==> config.mk <==
export PLATFORM = sky130hd
export DESIGN_NAME = seg_scan_decoder_flat
export DESIGN_NICKNAME = d
export VERILOG_FILES = /design/src/rtl/seg_scan_decoder_if.sv /design/src/rtl/seg_scan_decoder.sv /design/src/flat_wrapper.sv
export SDC_FILE = /design/constraint.sdc
export NUM_CORES = 1
export LEC_CHECK = 0
export ABC_CLOCK_PERIOD_IN_PS = 3100
export CORE_MARGIN = 2
export CORE_UTILIZATION = 43
export DETAILED_ROUTE_END_ITERATION = 7
export SYNTH_ARGS = -nofsm -noshare
export SYNTH_HDL_FRONTEND = slang
export SYNTH_SLANG_ARGS = --single-unit
==> constraint.sdc <==
create_clock -name clk -period 3.1 [get_ports clk]
set_input_delay 0.93 -clock clk [delete_from_list [all_inputs] [get_ports clk]]
set_output_delay 0.93 -clock clk [all_outputs]
set_load 0.005 [all_outputs]
==> src/rtl/seg_scan_decoder_if.sv <==
`default_nettype none
// ============================================================================
//  Module      : seg_scan_decoder_if
//  Description : Bundle of the scanned seven-segment bus (select + segments)
//                and the decoded frame outputs of seg_scan_decoder.
//  Revision    : 1.0  initial release
// ============================================================================
interface seg_scan_decoder_if;
    logic [7:0]  digit_scan;    // active-low one-hot digit select
    logic [7:0]  digit_cath;    // active-high segments, bit7 = dp
    logic [31:0] digit_val;     // decoded nibble per digit
    logic [7:0]  digit_dp;
    logic [7:0]  digit_ok;
    logic        frame_valid;
    logic        frame_strobe;
    logic        scan_err;
    logic [7:0]  err_cnt;

    // Display side: drives the scan bus, observes the decoded frame
    modport master (
        output digit_scan, digit_cath,
        input  digit_val, digit_dp, digit_ok, frame_valid, frame_strobe,
               scan_err, err_cnt
    );

    // Decoder side
    modport slave (
        input  digit_scan, digit_cath,
        output digit_val, digit_dp, digit_ok, frame_valid, frame_strobe,
               scan_err, err_cnt
    );
endinterface
`default_nettype wire

==> src/rtl/seg_scan_decoder.sv <==
`default_nettype none
// ============================================================================
//  Module      : seg_scan_decoder
//  Description : Samples a multiplexed 8-digit seven-segment scan bus,
//                debounces each scan slot, decodes segment patterns to hex
//                and assembles complete frames; flags illegal scan words and
//                a stalled scanner.
//  Revision    : 1.0  initial release
// ============================================================================
module seg_scan_decoder #(
    parameter int SETTLE      = 4,
    parameter int STALE_LIMIT = 65535
) (
    input  logic               clk,
    input  logic               rst_n,
    seg_scan_decoder_if.slave  bus
);

    localparam logic [7:0]  c_settle       = 8'(SETTLE);
    localparam logic [7:0]  c_settle_m1    = 8'(SETTLE - 1);
    localparam logic [19:0] c_stale_limit  = 20'(STALE_LIMIT);
    localparam logic [19:0] c_stale_lim_m1 = 20'(STALE_LIMIT - 1);

    logic [7:0]  r_s1_scan, r_s2_scan, r_s1_cath, r_s2_cath;
    logic [7:0]  r_hold_scan, r_hold_cath;
    logic [7:0]  r_stab_cnt;
    logic [7:0]  r_seen;
    logic [19:0] r_timer;
    logic [31:0] r_val;
    logic [7:0]  r_dp, r_ok;
    logic        r_frame_valid, r_frame_strobe, r_scan_err;
    logic [7:0]  r_err_cnt;

    logic        w_stable, w_capture, w_onehot, w_blank;
    logic        w_legal, w_illegal, w_complete, w_expire;
    logic [7:0]  w_sel, w_seen_next;
    logic [3:0]  w_dec_val;
    logic        w_dec_ok;

    // Two-flop synchronizers; idle bus is "no digit selected, all segments off"
    always_ff @(posedge clk or negedge rst_n) begin
        if (!rst_n) begin
            r_s1_scan <= 8'hFF;
            r_s2_scan <= 8'hFF;
            r_s1_cath <= 8'h00;
            r_s2_cath <= 8'h00;
        end else begin
            r_s1_scan <= bus.digit_scan;
            r_s2_scan <= r_s1_scan;
            r_s1_cath <= bus.digit_cath;
            r_s2_cath <= r_s1_cath;
        end
    end

    // Stability counter: restarts on any change, saturates at SETTLE
    always_ff @(posedge clk or negedge rst_n) begin
        if (!rst_n) begin
            r_hold_scan <= 8'hFF;
            r_hold_cath <= 8'h00;
            r_stab_cnt  <= 8'd0;
        end else begin
            r_hold_scan <= r_s2_scan;
            r_hold_cath <= r_s2_cath;
            if (!w_stable)
                r_stab_cnt <= 8'd0;
            else if (r_stab_cnt != c_settle)
                r_stab_cnt <= r_stab_cnt + 8'd1;
        end
    end

    // Capture qualification: one pulse per stable period, classified by select
    always_comb begin
        w_stable    = (r_s2_scan == r_hold_scan) && (r_s2_cath == r_hold_cath);
        w_capture   = w_stable && (r_stab_cnt == c_settle_m1);
        w_sel       = ~r_s2_scan;
        w_onehot    = (w_sel != 8'd0) && ((w_sel & (w_sel - 8'd1)) == 8'd0);
        w_blank     = (r_s2_scan == 8'hFF);
        w_legal     = w_capture && w_onehot;
        w_illegal   = w_capture && !w_onehot && !w_blank;
        w_seen_next = r_seen | w_sel;
        w_complete  = w_legal && (w_seen_next == 8'hFF);
        // A legal capture restarts the timer, so it always beats expiry
        w_expire    = !w_legal && (r_timer == c_stale_lim_m1);
    end

    // Segment pattern to hex lookup; unknown patterns decode as 0 / not ok
    always_comb begin
        w_dec_val = 4'h0;
        w_dec_ok  = 1'b1;
        case (r_s2_cath[6:0])
            7'h3F: w_dec_val = 4'h0;
            7'h06: w_dec_val = 4'h1;
            7'h5B: w_dec_val = 4'h2;
            7'h4F: w_dec_val = 4'h3;
            7'h66: w_dec_val = 4'h4;
            7'h6D: w_dec_val = 4'h5;
            7'h7D: w_dec_val = 4'h6;
            7'h07: w_dec_val = 4'h7;
            7'h7F: w_dec_val = 4'h8;
            7'h6F: w_dec_val = 4'h9;
            7'h77: w_dec_val = 4'hA;
            7'h7C: w_dec_val = 4'hB;
            7'h39: w_dec_val = 4'hC;
            7'h5E: w_dec_val = 4'hD;
            7'h79: w_dec_val = 4'hE;
            7'h71: w_dec_val = 4'hF;
            default: begin
                w_dec_val = 4'h0;
                w_dec_ok  = 1'b0;
            end
        endcase
    end

    // Per-digit value/dp/ok registers, written only by a legal capture
    always_ff @(posedge clk or negedge rst_n) begin
        if (!rst_n) begin
            r_val <= 32'd0;
            r_dp  <= 8'd0;
            r_ok  <= 8'd0;
        end else if (w_legal) begin
            for (int i = 0; i < 8; i++) begin
                if (w_sel[i]) begin
                    r_val[4*i +: 4] <= w_dec_val;
                    r_dp[i]         <= r_s2_cath[7];
                    r_ok[i]         <= w_dec_ok;
                end
            end
        end
    end

    // Frame assembly and stale handling
    always_ff @(posedge clk or negedge rst_n) begin
        if (!rst_n) begin
            r_seen         <= 8'd0;
            r_frame_valid  <= 1'b0;
            r_frame_strobe <= 1'b0;
        end else begin
            r_frame_strobe <= w_complete;
            if (w_legal) begin
                if (w_complete) begin
                    r_seen        <= 8'd0;
                    r_frame_valid <= 1'b1;
                end else begin
                    r_seen <= w_seen_next;
                end
            end else if (w_expire) begin
                r_seen        <= 8'd0;
                r_frame_valid <= 1'b0;
            end
        end
    end

    // Stale timer: clocks since the last legal capture, held at the limit
    always_ff @(posedge clk or negedge rst_n) begin
        if (!rst_n)
            r_timer <= 20'd0;
        else if (w_legal)
            r_timer <= 20'd0;
        else if (r_timer != c_stale_limit)
            r_timer <= r_timer + 20'd1;
    end

    // Illegal scan word pulse and saturating counter
    always_ff @(posedge clk or negedge rst_n) begin
        if (!rst_n) begin
            r_scan_err <= 1'b0;
            r_err_cnt  <= 8'd0;
        end else begin
            r_scan_err <= w_illegal;
            if (w_illegal && (r_err_cnt != 8'hFF))
                r_err_cnt <= r_err_cnt + 8'd1;
        end
    end

    assign bus.digit_val    = r_val;
    assign bus.digit_dp     = r_dp;
    assign bus.digit_ok     = r_ok;
    assign bus.frame_valid  = r_frame_valid;
    assign bus.frame_strobe = r_frame_strobe;
    assign bus.scan_err     = r_scan_err;
    assign bus.err_cnt      = r_err_cnt;

endmodule
`default_nettype wire

==> src/flat_wrapper.sv <==
// flat-port wrapper written by rule: the top's interface ports become plain ports
module seg_scan_decoder_flat 
#(
    parameter int SETTLE      = 4,
    parameter int STALE_LIMIT = 65535
)
  (clk, rst_n, bus_digit_scan, bus_digit_cath, bus_digit_val, bus_digit_dp, bus_digit_ok, bus_frame_valid, bus_frame_strobe, bus_scan_err, bus_err_cnt);
  seg_scan_decoder_if bus_i ();
  input  logic clk;
  input  logic rst_n;
  input wire logic [$bits(bus_i.digit_scan)-1:0] bus_digit_scan;
  input wire logic [$bits(bus_i.digit_cath)-1:0] bus_digit_cath;
  output wire logic [$bits(bus_i.digit_val)-1:0] bus_digit_val;
  output wire logic [$bits(bus_i.digit_dp)-1:0] bus_digit_dp;
  output wire logic [$bits(bus_i.digit_ok)-1:0] bus_digit_ok;
  output wire logic [$bits(bus_i.frame_valid)-1:0] bus_frame_valid;
  output wire logic [$bits(bus_i.frame_strobe)-1:0] bus_frame_strobe;
  output wire logic [$bits(bus_i.scan_err)-1:0] bus_scan_err;
  output wire logic [$bits(bus_i.err_cnt)-1:0] bus_err_cnt;
  assign bus_i.digit_scan = bus_digit_scan;
  assign bus_i.digit_cath = bus_digit_cath;
  assign bus_digit_val = bus_i.digit_val;
  assign bus_digit_dp = bus_i.digit_dp;
  assign bus_digit_ok = bus_i.digit_ok;
  assign bus_frame_valid = bus_i.frame_valid;
  assign bus_frame_strobe = bus_i.frame_strobe;
  assign bus_scan_err = bus_i.scan_err;
  assign bus_err_cnt = bus_i.err_cnt;
  seg_scan_decoder #(.SETTLE(SETTLE), .STALE_LIMIT(STALE_LIMIT)) u_core (.clk(clk), .rst_n(rst_n), .bus(bus_i));
endmodule
# Yosys cells after proc, flatten, opt, wreduce, memory -nomap -nowiden
# Cells that the tools add are included.
# W data, S select, Z words.
# totals
out_inout_bits	59
wordCells	109
reg_bits	143
# op_classes
n_bitwise	3
add_sub_neg	4
n_mux	12
reduce_logical	26
n_eq_ne	27
# op_table
operator	count
$eq A7 B7 Y1 const B	12
$pmux W4 S15	1
$mux W20	2
$mux W8	5
$add A20 B1 Y20 const B	1
$eq A20 B16 Y1 const B	1
$ne A20 B16 Y1 const B	1
$reduce_and A2 Y1	9
$add A8 B1 Y8 const B	2
$eq A8 B8 Y1	2
$eq A8 B8 Y1 const B	2
$reduce_or A16 Y1	1
$eq A7 B3 Y1 const B	2
$eq A7 B6 Y1 const B	2
$logic_and A1 B1 Y1	9
$and A8 B8 Y8	1
$eq A8 B2 Y1 const B	1
$logic_not A8 Y1	1
$ne A8 B3 Y1 const B	1
$ne A8 B8 Y1 const B	1
$not A8 Y8	1
$or A8 B8 Y8	1
$reduce_bool A8 Y1	1
$sub A8 B1 Y8 const B	1
other kinds (4)	11

# Longest topological paths before layout
# Gate-level depths: netlist of run 1.
# depth
word_depth	10
mapped_depth	8
depth_no_buf	7

# Least setup slack after synthesis of run 1
# OpenSTA, ideal clock, no wires.
# synth_timing
path_kind	reg2reg
startpoint	register u_core.r_s2_scan[0]
endpoint	register u_core.r_dp[0] (netlist: u_core.bus.digit_dp[0])
t_arrival_ns	2.232
path_buffers	2
synth_period_minus_slack_ns	2.357
setup_slack_ns	0.743
path_stages_with_launch	9
cell_sequence	dfstp_2 clkbuf_1 xor2_1 nor4_1 and4_1 buf_2 o211ai_2 nor2_4 mux2_2
# synth_between
elab_chain_len	7
elab_cells_between_ends	11
cone_classes	add/sub (1); eq/ne (1); bitwise (2); reduce/logical (7)
# synth_lines
item	line_no	rtl
start, declared	seg_scan_decoder.sv:24	logic [7:0] r_s1_scan, r_s2_scan, r_s1_cath, r_s2_cath;
start signal, assigned	seg_scan_decoder.sv:49	r_s2_scan <= r_s1_scan;
$not A8 Y8	seg_scan_decoder.sv:75	w_sel = ~r_s2_scan;
$sub A8 B1 Y8	seg_scan_decoder.sv:76	w_onehot = (w_sel != 8'd0) && ((w_sel & (w_sel - 8'd1)) == 8'd0);
$and A8 B8 Y8	seg_scan_decoder.sv:76	
$logic_not A8 Y1	seg_scan_decoder.sv:76	
$logic_and A1 B1 Y1	seg_scan_decoder.sv:76	
$logic_and A1 B1 Y1	seg_scan_decoder.sv:78	w_legal = w_capture && w_onehot;
$reduce_and A2 Y1 (no line) (*)	--	
end signal, assigned by index	seg_scan_decoder.sv:124	r_dp[i] <= r_s2_cath[7];
end, declared	seg_scan_decoder.sv:30	logic [7:0] r_dp, r_ok;
# Mark *: on every way between the ends. The rest lies on a longest branch, timed or not.
# A chain may end at the register's enable or synchronous reset.

# Worst setup path after layout of run 1
# layout_timing
startpoint	register u_core.r_s2_cath[5]
endpoint	register u_core.r_val[22] (netlist: u_core.bus.digit_val[22])
# layout_between
elab_chain_len	5
elab_cells_between_ends	21
cone_classes	eq/ne (16); mux (1); reduce/logical (4)
# layout_lines
item	line_no	rtl
start, declared	seg_scan_decoder.sv:24	
start signal, assigned	seg_scan_decoder.sv:51	r_s2_cath <= r_s1_cath;
$eq A8 B8 Y1	seg_scan_decoder.sv:73	w_stable = (r_s2_scan == r_hold_scan) && (r_s2_cath == r_hold_cath);
$logic_and A1 B1 Y1	seg_scan_decoder.sv:73	
$logic_and A1 B1 Y1	seg_scan_decoder.sv:74	w_capture = w_stable && (r_stab_cnt == c_settle_m1);
$logic_and A1 B1 Y1	seg_scan_decoder.sv:78	
$reduce_and A2 Y1 (no line)	--	
end signal, assigned by index	seg_scan_decoder.sv:123	r_val[4*i +: 4] <= w_dec_val;
end, declared	seg_scan_decoder.sv:29	logic [31:0] r_val;
# Parallel ways exist; a longest one is shown, timed or not.

==> results summary, run 1 <==
By area the synthesized netlist is led by dfrtp_1 (50%), dfstp_2 (11%), mux2_2 (7.0%). The max-slew violation count came out at 0. VDD sags by at most 0.000351 V.

The first global-routing pass estimated 20.2 mm of wire. The area enclosed by the die boundary is between 0.01 and 0.015 mm2. For this configuration, the core starts out at a cell density of 0.435. TritonCTS built the clock tree. In the final routing, the length of wire on met1 measures 5.32 mm. The area growth from synthesis to final layout came out at 25.6%. The share of final-layout standard cells stronger than drive strength 1 came out at 0.189. Power spread over the standard cell area amounts to 516 mW/mm2. Derived from the worst setup path, the maximum achievable clock frequency is 0.360 GHz. The H-tree was split into 4 levels.

The die span in y is ~120 um. The peak fanout along the critical path is 25. The clock network latency to the later pin of the worst-skew pair came out at roughly 0.42 ns. The mean instance size in the synthesized netlist came out at 12.2 um2.

Tracing the worst setup path back leads to its startpoint at u_core.r_s2_cath[5]. The largest net degree at the start of global routing came out at 56. dfrtp_1 takes more of the synthesized area than any other cell. STA classifies the critical path endpoint as a register. The number of search-and-repair iterations in the first detailed-routing pass is 4. The global-route congestion overflow total came out at 0. The final-report setup violation count came out at 0.

The fraction of registers with async set or reset after synthesis came out at 1.00. The min-delay analysis places its worst path in the category register to register. The classification of the worst setup path is register to register.

The detailed route wirelength on metal2 came out at about 6.3 mm. The post-synthesis cell count came out at 491. The startpoint of the most critical register-to-register path is u_core.r_s2_cath[5]. The final critical delay including setup and external delays came out at 2.78 ns. The number of maximum-capacitance violations came out at 0. The final routed DRC violation total came out at 0. The antenna violation net count after detailed routing is 0. After the flow finishes, the layout carries non-filler instances totaling 773. For this run, the register share of the synthesized area comes to 0.604.

The post-CTS resize count came out at 0. 0 antenna diodes ended up in the layout. For this run, the total global-route usage over all layers was measured as 0.178. The slew at the pin closest to its max-slew limit is 0.820 ns. The origin of the worst min-delay path is u_core.r_s1_cath[2]. The number of hold violations in the final report came out at 0. The root buffer cell chosen for the clock tree is clkbuf_16. Counting every net in the synthesized netlist gives between 500 and 600.

At the worst endpoint, the arrival time is 3.07 ns. Detailed placement ended at an HPWL of 8.48 mm. Dividing the detail-routed wire length by the instance count gives 15.9 um. The final worst-path cycle share came out at 0.897.

Including well taps, the total number of placed cells is 741. The net count of the finished layout is between 600 and 700. The startpoint kind of the worst setup timing path is a register. Yosys mapped a number of flops with a built-in enable equal to 0.

The ratio of routed vias to standard cells came out at 5.18. The most used flip-flop cell after synthesis is dfrtp_1. For the final database, setup skew stands at 0.0121 ns.

The starting DRC count in detailed routing is between 300 and 400. The maximum buffer depth of the clock tree is 2. The number of antenna violations at the first check in global routing came out at 0. The final wirelength is between 10 and 15 mm. The hold buffer count at CTS is 0. The static leakage is 3.37 nW.

During synthesis, Yosys emitted a total of 0 warnings. The cell area after technology mapping came out at 0.00597 mm2. The highest layer touched by signal routing is met4. The via count of the first global-routing pass came to 4105. Setup repair after global routing left no endpoint under its margin.

The flow ran to the end, and the final reports show no timing, DRC or antenna violations. The worst pin sits at a relative slew slack of 0.453. The worst path required time is 3.39 ns.

The via count of the routed design is 4002. After synthesis, the netlist uses 53 different library cells. In this run, CTS created clock tree buffers numbering 17. Wire segments on met3 add up to 521 um in the final route. The quantity of I/O buffers inserted on ports is 76. The final estimated routing congestion in global placement is 0.801. In this run the horizontal extent of the chip is 122 um.

The clock sink total came out at about 140. The proportion of netlist area held by the largest area contributor came out at 0.499. The number of I/O pins came out at 77.

The number of storage elements in the synthesis netlist is 143. The buffers inserted during post-CTS setup optimization came out at 0. The floorplan core area came out at about 0.014 mm2. Clock-pin slew was measured on the worst setup and hold paths at 0.06 ns.

The total negative setup slack is 0 ns. The row count came out at 43.
[final timing paths]
| path | endpoint | slack (ns) | depth (start not counted) |
|---|---|---|---|
| setup / recovery | u_core.bus.digit_val[22] | 0.32 | 6 |
| hold / removal | u_core.r_s2_cath[2] | 0.34 | 0 |
| setup reg to reg | u_core.bus.digit_val[22] | 0.32 | 6 |
| hold reg to reg | u_core.r_s2_cath[2] | 0.34 | 0 |
| max in group asynchronous | u_core.r_s2_scan[3] | 1.92 | 2 |
| min in group asynchronous | u_core.r_stab_cnt[7] | 0.45 | 1 |
[routing by layer]
layer,up-vias,global-route usage
met5,-,0
met4,0,0.0726
met3,17,0.0482
met2,77,0.301
met1,1998,0.217
li1,1910,-
[placed cells by master, fill, tap and decap left out, types with 5 or more instances in the layout]
master and instances:
clkinv_2 5, mux2_2 37, clkbuf_1 6, xor2_1 34
o22ai_1 6, and3_1 7, nor2_1 41, mux2_1 12
o21ai_0 7, dfrtp_1 119, xnor2_1 8, clkdlybuf4s50_1 75
nand3_1 15, nand2_1 28, buf_4 8, a21oi_1 17
a31o_2 8, nor3_1 8, clkbuf_16 17, inv_1 25
nand4_1 17, dfstp_2 24, nor4_1 13, ha_1 5
[cell families (layout without fill, tap and decap cells)]
logic type | Yosys count | after routing | synth area share
simple gates | 151 | 151 | 0.132
flops | 143 | 143 | 0.604
mux | 50 | 50 | 0.0941
buf+inv | 40 | 142 | 0.0254
compound gates | 59 | 59 | 0.0698
xor+xnor | 42 | 42 | 0.0616
fa+ha+maj | 6 | 6 | 0.0122
[power breakdown]
part / switching (mW) / total [mW] / internal [mW]
clock: 0.732 / 1.79 / 1.06
combinational: 0.0786 / 0.131 / 0.0524
sequential: 0.0381 / 1.95 / 1.91
[cell type report]
class	count	area (um2)
fillers	1197	6220
flip-flops and latches	143	3610
multi-input cells	308	2210
repair buffers	85	842
clock buffers	25	475
well taps	180	225
inverters	25	93.8
clock inverters	7	40.0
[worst max-delay path: stages (launching register included)]
cell     delay (ns)
dfrtp_1        0.53
xor2_1         0.21
nor4_1         0.43
and4_1         0.43
o211a_4        0.42
nand2_1        0.26
mux2_1         0.37
[synth_stat cells, types with 2 or more instances]
library cell,n
nand2_1,28
dfstp_2,24
or3_1,4
o21bai_1,2
clkbuf_1,14
or4_1,2
o21ai_0,7
or4_4,2
dfrtp_1,119
nor3_1,8
a211oi_1,2
o31ai_1,2
o22ai_1,6
mux2_2,37
nand4_1,17
and4_1,2
nor2_1,41
nor2b_1,2
nand2b_1,2
a21oi_1,17
inv_1,25
nand3_1,15
nor4_1,13
a31o_2,8
ha_1,5
and3_1,7
and2_1,3
mux2_1,12
xor2_1,34
xnor2_1,8
[stage by stage]
step	power, mW	utilization	setup slack [ns]	instance area [um2]	hold slack, ns
CTS	3.92	0.546	0.316	7490	0.347
floorplan	2.02	-	0.743	5970	0.331
finish	3.87	0.546	0.320	7490	0.341
global placement	2.12	0.509	0.449	6980	0.336
global route	4.03	0.546	0.182	7490	0.346
detailed placement	2.12	0.509	0.344	6980	0.335
[registers in the layout, indices dropped and copies added, names as in the netlist]
name                     cells
u_core.bus.digit_val        32
u_core.r_timer              20
u_core.bus.digit_dp          8
u_core.bus.digit_ok          8
u_core.bus.err_cnt           8
u_core.r_hold_cath           8
u_core.r_hold_scan           8
u_core.r_s1_cath             8
u_core.r_s1_scan             8
u_core.r_s2_cath             8
u_core.r_s2_scan             8
u_core.r_seen                8
u_core.r_stab_cnt            8
u_core.bus.frame_strobe      1
u_core.bus.frame_valid       1
u_core.bus.scan_err          1
Note: power is estimated with default switching activity, not from simulation.
==> inputs of run 2 (changes only) <==
--- a/config.mk
+++ b/config.mk
@@ -5,7 +5,7 @@
 export SDC_FILE = /design/constraint.sdc
 export NUM_CORES = 1
 export LEC_CHECK = 0
-export ABC_CLOCK_PERIOD_IN_PS = 3100
+export ABC_CLOCK_PERIOD_IN_PS = 3200
 export CORE_MARGIN = 2
 export CORE_UTILIZATION = 43
 export DETAILED_ROUTE_END_ITERATION = 7
==> constraint.sdc (replaced) <==
create_clock -name clk -period 3.2 [get_ports clk]
set_input_delay 0.96 -clock clk [delete_from_list [all_inputs] [get_ports clk]]
set_output_delay 0.96 -clock clk [all_outputs]
set_load 0.005 [all_outputs]
==> run 2 against run 1 <==
- clock power grew 9%
- clock-buffer cell count grew 3
- final cell count shrank 0.26%
- total power grew 2.8%
- critical path type unchanged
- critical endpoint is now u_core.bus.digit_ok[5]
- largest cell class unchanged
- largest power group is now the clock network
==> results summary, run 2 (same netlist as run 1, synthesis figures left out) <==
IR analysis of the VDD net gives a maximum drop of between 0.0003 and 0.0004 V. The buffers inserted during post-CTS setup optimization is 0. The final wirelength came out at 12.3 mm. The classification of the worst setup path is register to register.

The first global-routing pass estimated 20.9 mm of wire. The number of H-tree levels came out at 4. The static leakage is 3.41 nW. The detail route stage leaves a number of antenna-violating nets equal to 0. The initialized floorplan defines 43 standard-cell rows.

The final clock skew is 0.0114 ns. The share of final-layout standard cells stronger than drive strength 1 is 0.190. The number of search-and-repair iterations in the first detailed-routing pass came out at 4. The area enclosed by the die boundary is between 0.01 and 0.015 mm2.

The clock drives 143 sinks. The worst path required time came out at 3.49 ns. The maximum buffer depth of the clock tree came out at 2. Port buffering added 76 buffers. The area growth from synthesis to final layout came out at 26.8%. The total routing usage reported by global routing is 0.184.

The critical path goes through xor2_1 > nor4_1 > and4_1 > o211a_4 > nand2_1 > mux2_1. The global-route congestion overflow total is 0. Of the available clock period, the critical path in the final layout requires 0.846. TritonCTS built the clock tree. The final estimated routing congestion in global placement came out at between 0.7 and 0.8. After clock tree synthesis, the repair step resized 0 gates. The starting density of the core is 0.435. The final design utilization is 0.552. The worst hold path belongs to the class register to register.

In the routed layout, each cell is associated on average with a via count of about 5.2. The library cells used most frequently in the layout, excluding fill and tap cells, are dfrtp_1 (119), clkdlybuf4s50_1 (75), nor2_1 (41). Power spread over the standard cell area amounts to ~530 mW/mm2. Once detailed placement completed, the half-perimeter wirelength came to approximately 8.5 mm. Leaving out fill and tap cells, the most frequent cell in the layout is dfrtp_1.

Setup repair after global routing left no endpoint under its margin. The slew at the pin closest to its max-slew limit is 0.929 ns. The worst setup path is captured at a register. Along the worst path, the maximum fanout reaches 25. After clock tree synthesis, the clock-pin slew on the worst setup and hold paths is 0.06 ns. The final routed DRC violation total came out at 0. The starting DRC count in detailed routing is 283. Summing all non-filler instances in the final layout gives an area of about 0.0076 mm2. The total negative setup slack is 0 ns. Once placement finished, the instance area stood at slightly below 0.007 mm2. The antenna diode count is 0. Static timing analysis puts the maximum clock frequency at 0.369 GHz. The number of antenna violations at the first check in global routing came out at 0. The run finished with clean final reports. The register with the most flip-flops in the layout has 32 of them. The net count of the finished layout came out at 601. The worst pin sits at a relative slew slack of 0.379. The largest stage delay on the critical path is 0.53 ns. The via count of the first global-routing pass is 4233. Setup violations remaining at the end of the flow were counted as 0. The clock network latency to the later pin of the worst-skew pair came out at ~0.42 ns.

The clock buffer count from CTS came out at 17. The max-slew violation count came out at 0. The floorplan core area came out at 0.0137 mm2. The largest net degree at the start of global routing is 61. Dividing the detail-routed wire length by the instance count gives roughly 16 um. The slowest stage of the critical path belongs to the cell dfrtp_1. After clock tree synthesis, the flow added hold-fix buffers numbering 0. The number of I/O pins came out at between 70 and 80. STA puts the critical path data arrival time at approximately 3.0 ns. The final critical delay including setup and external delays is 2.71 ns.

The die span in y is 122 um. For this block, the via count after detailed routing is 4023. The number of maximum-capacitance violations is 0. The worst setup path is launched from a register.

The number of hold violations in the final report came out at 0. The clock tree root driver cell is clkbuf_16. The die width came out at 122 um. The sum of internal, switching and leakage power is 3.98 mW.
-- run 2: cell types whose count changed in the layout (fill, tap and decap cells not counted) --
cell / change
buf_4: -2
clkinvlp_4: -2
clkbuf_16: +2
clkbuf_1: -2
clkbuf_8: +3
bufinv_16: +1
clkinv_2: -2
-- run 2: per-stage QoR --
stage          std cells  setup slack [ns]  hold WS, ns
2_1_floorplan        491             0.843        0.331
3_3_place_gp         739             0.580        0.335
3_5_place_dp         739             0.504        0.335
4_1_cts              771             0.492        0.346
5_1_grt              771             0.291        0.355
6_report             771             0.493        0.344
-- run 2: worst max-delay path: cells and delay by family, from the launching register on --
kind             cells  cell delay [ns]
AO/OA/AOI/OAI        1             0.40
XOR/XNOR             1             0.22
flip-flops           1             0.53
multiplexers         1             0.37
AND/OR/NAND/NOR      3             1.05
-- run 2: cell type report --
cell class | instances | area, um2
Tap cell | 180 | 225
Clock buffer | 28 | 559
Timing Repair Buffer | 83 | 827
Sequential cell | 143 | 3610
Multi-Input combinational cell | 308 | 2210
Inverter | 25 | 93.8
Fill cell | 1181 | 6150
Clock inverter | 4 | 45.0
-- run 2: worst paths after layout --
path	start	end	slack [ns]	cells past startpoint
setup / recovery	u_core.r_s2_cath[3]	u_core.bus.digit_ok[5]	0.49	6
hold / removal	u_core.r_s1_cath[7]	u_core.r_s2_cath[7]	0.34	0
setup reg to reg	u_core.r_s2_cath[3]	u_core.bus.digit_ok[5]	0.49	6
hold reg to reg	u_core.r_s1_cath[7]	u_core.r_s2_cath[7]	0.34	0
max in group asynchronous	rst_n	u_core.r_hold_scan[5]	1.91	2
min in group asynchronous	rst_n	u_core.r_stab_cnt[7]	0.52	1
-- run 2: metal layers --
layer / GRT usage / part of all wire / vias up
met5: 0 / 0 / -
met4: 0.0783 / 0.019 / 0
met3: 0.0478 / 0.037 / 20
met2: 0.312 / 0.51 / 77
met1: 0.222 / 0.43 / 2007
li1: - / - / 1919
-- run 2: power breakdown --
part	switching, mW	internal [mW]	leakage, nW
logic	0.0777	0.0493	1.26
clock network	0.696	1.26	0.301
registers	0.0377	1.85	1.85
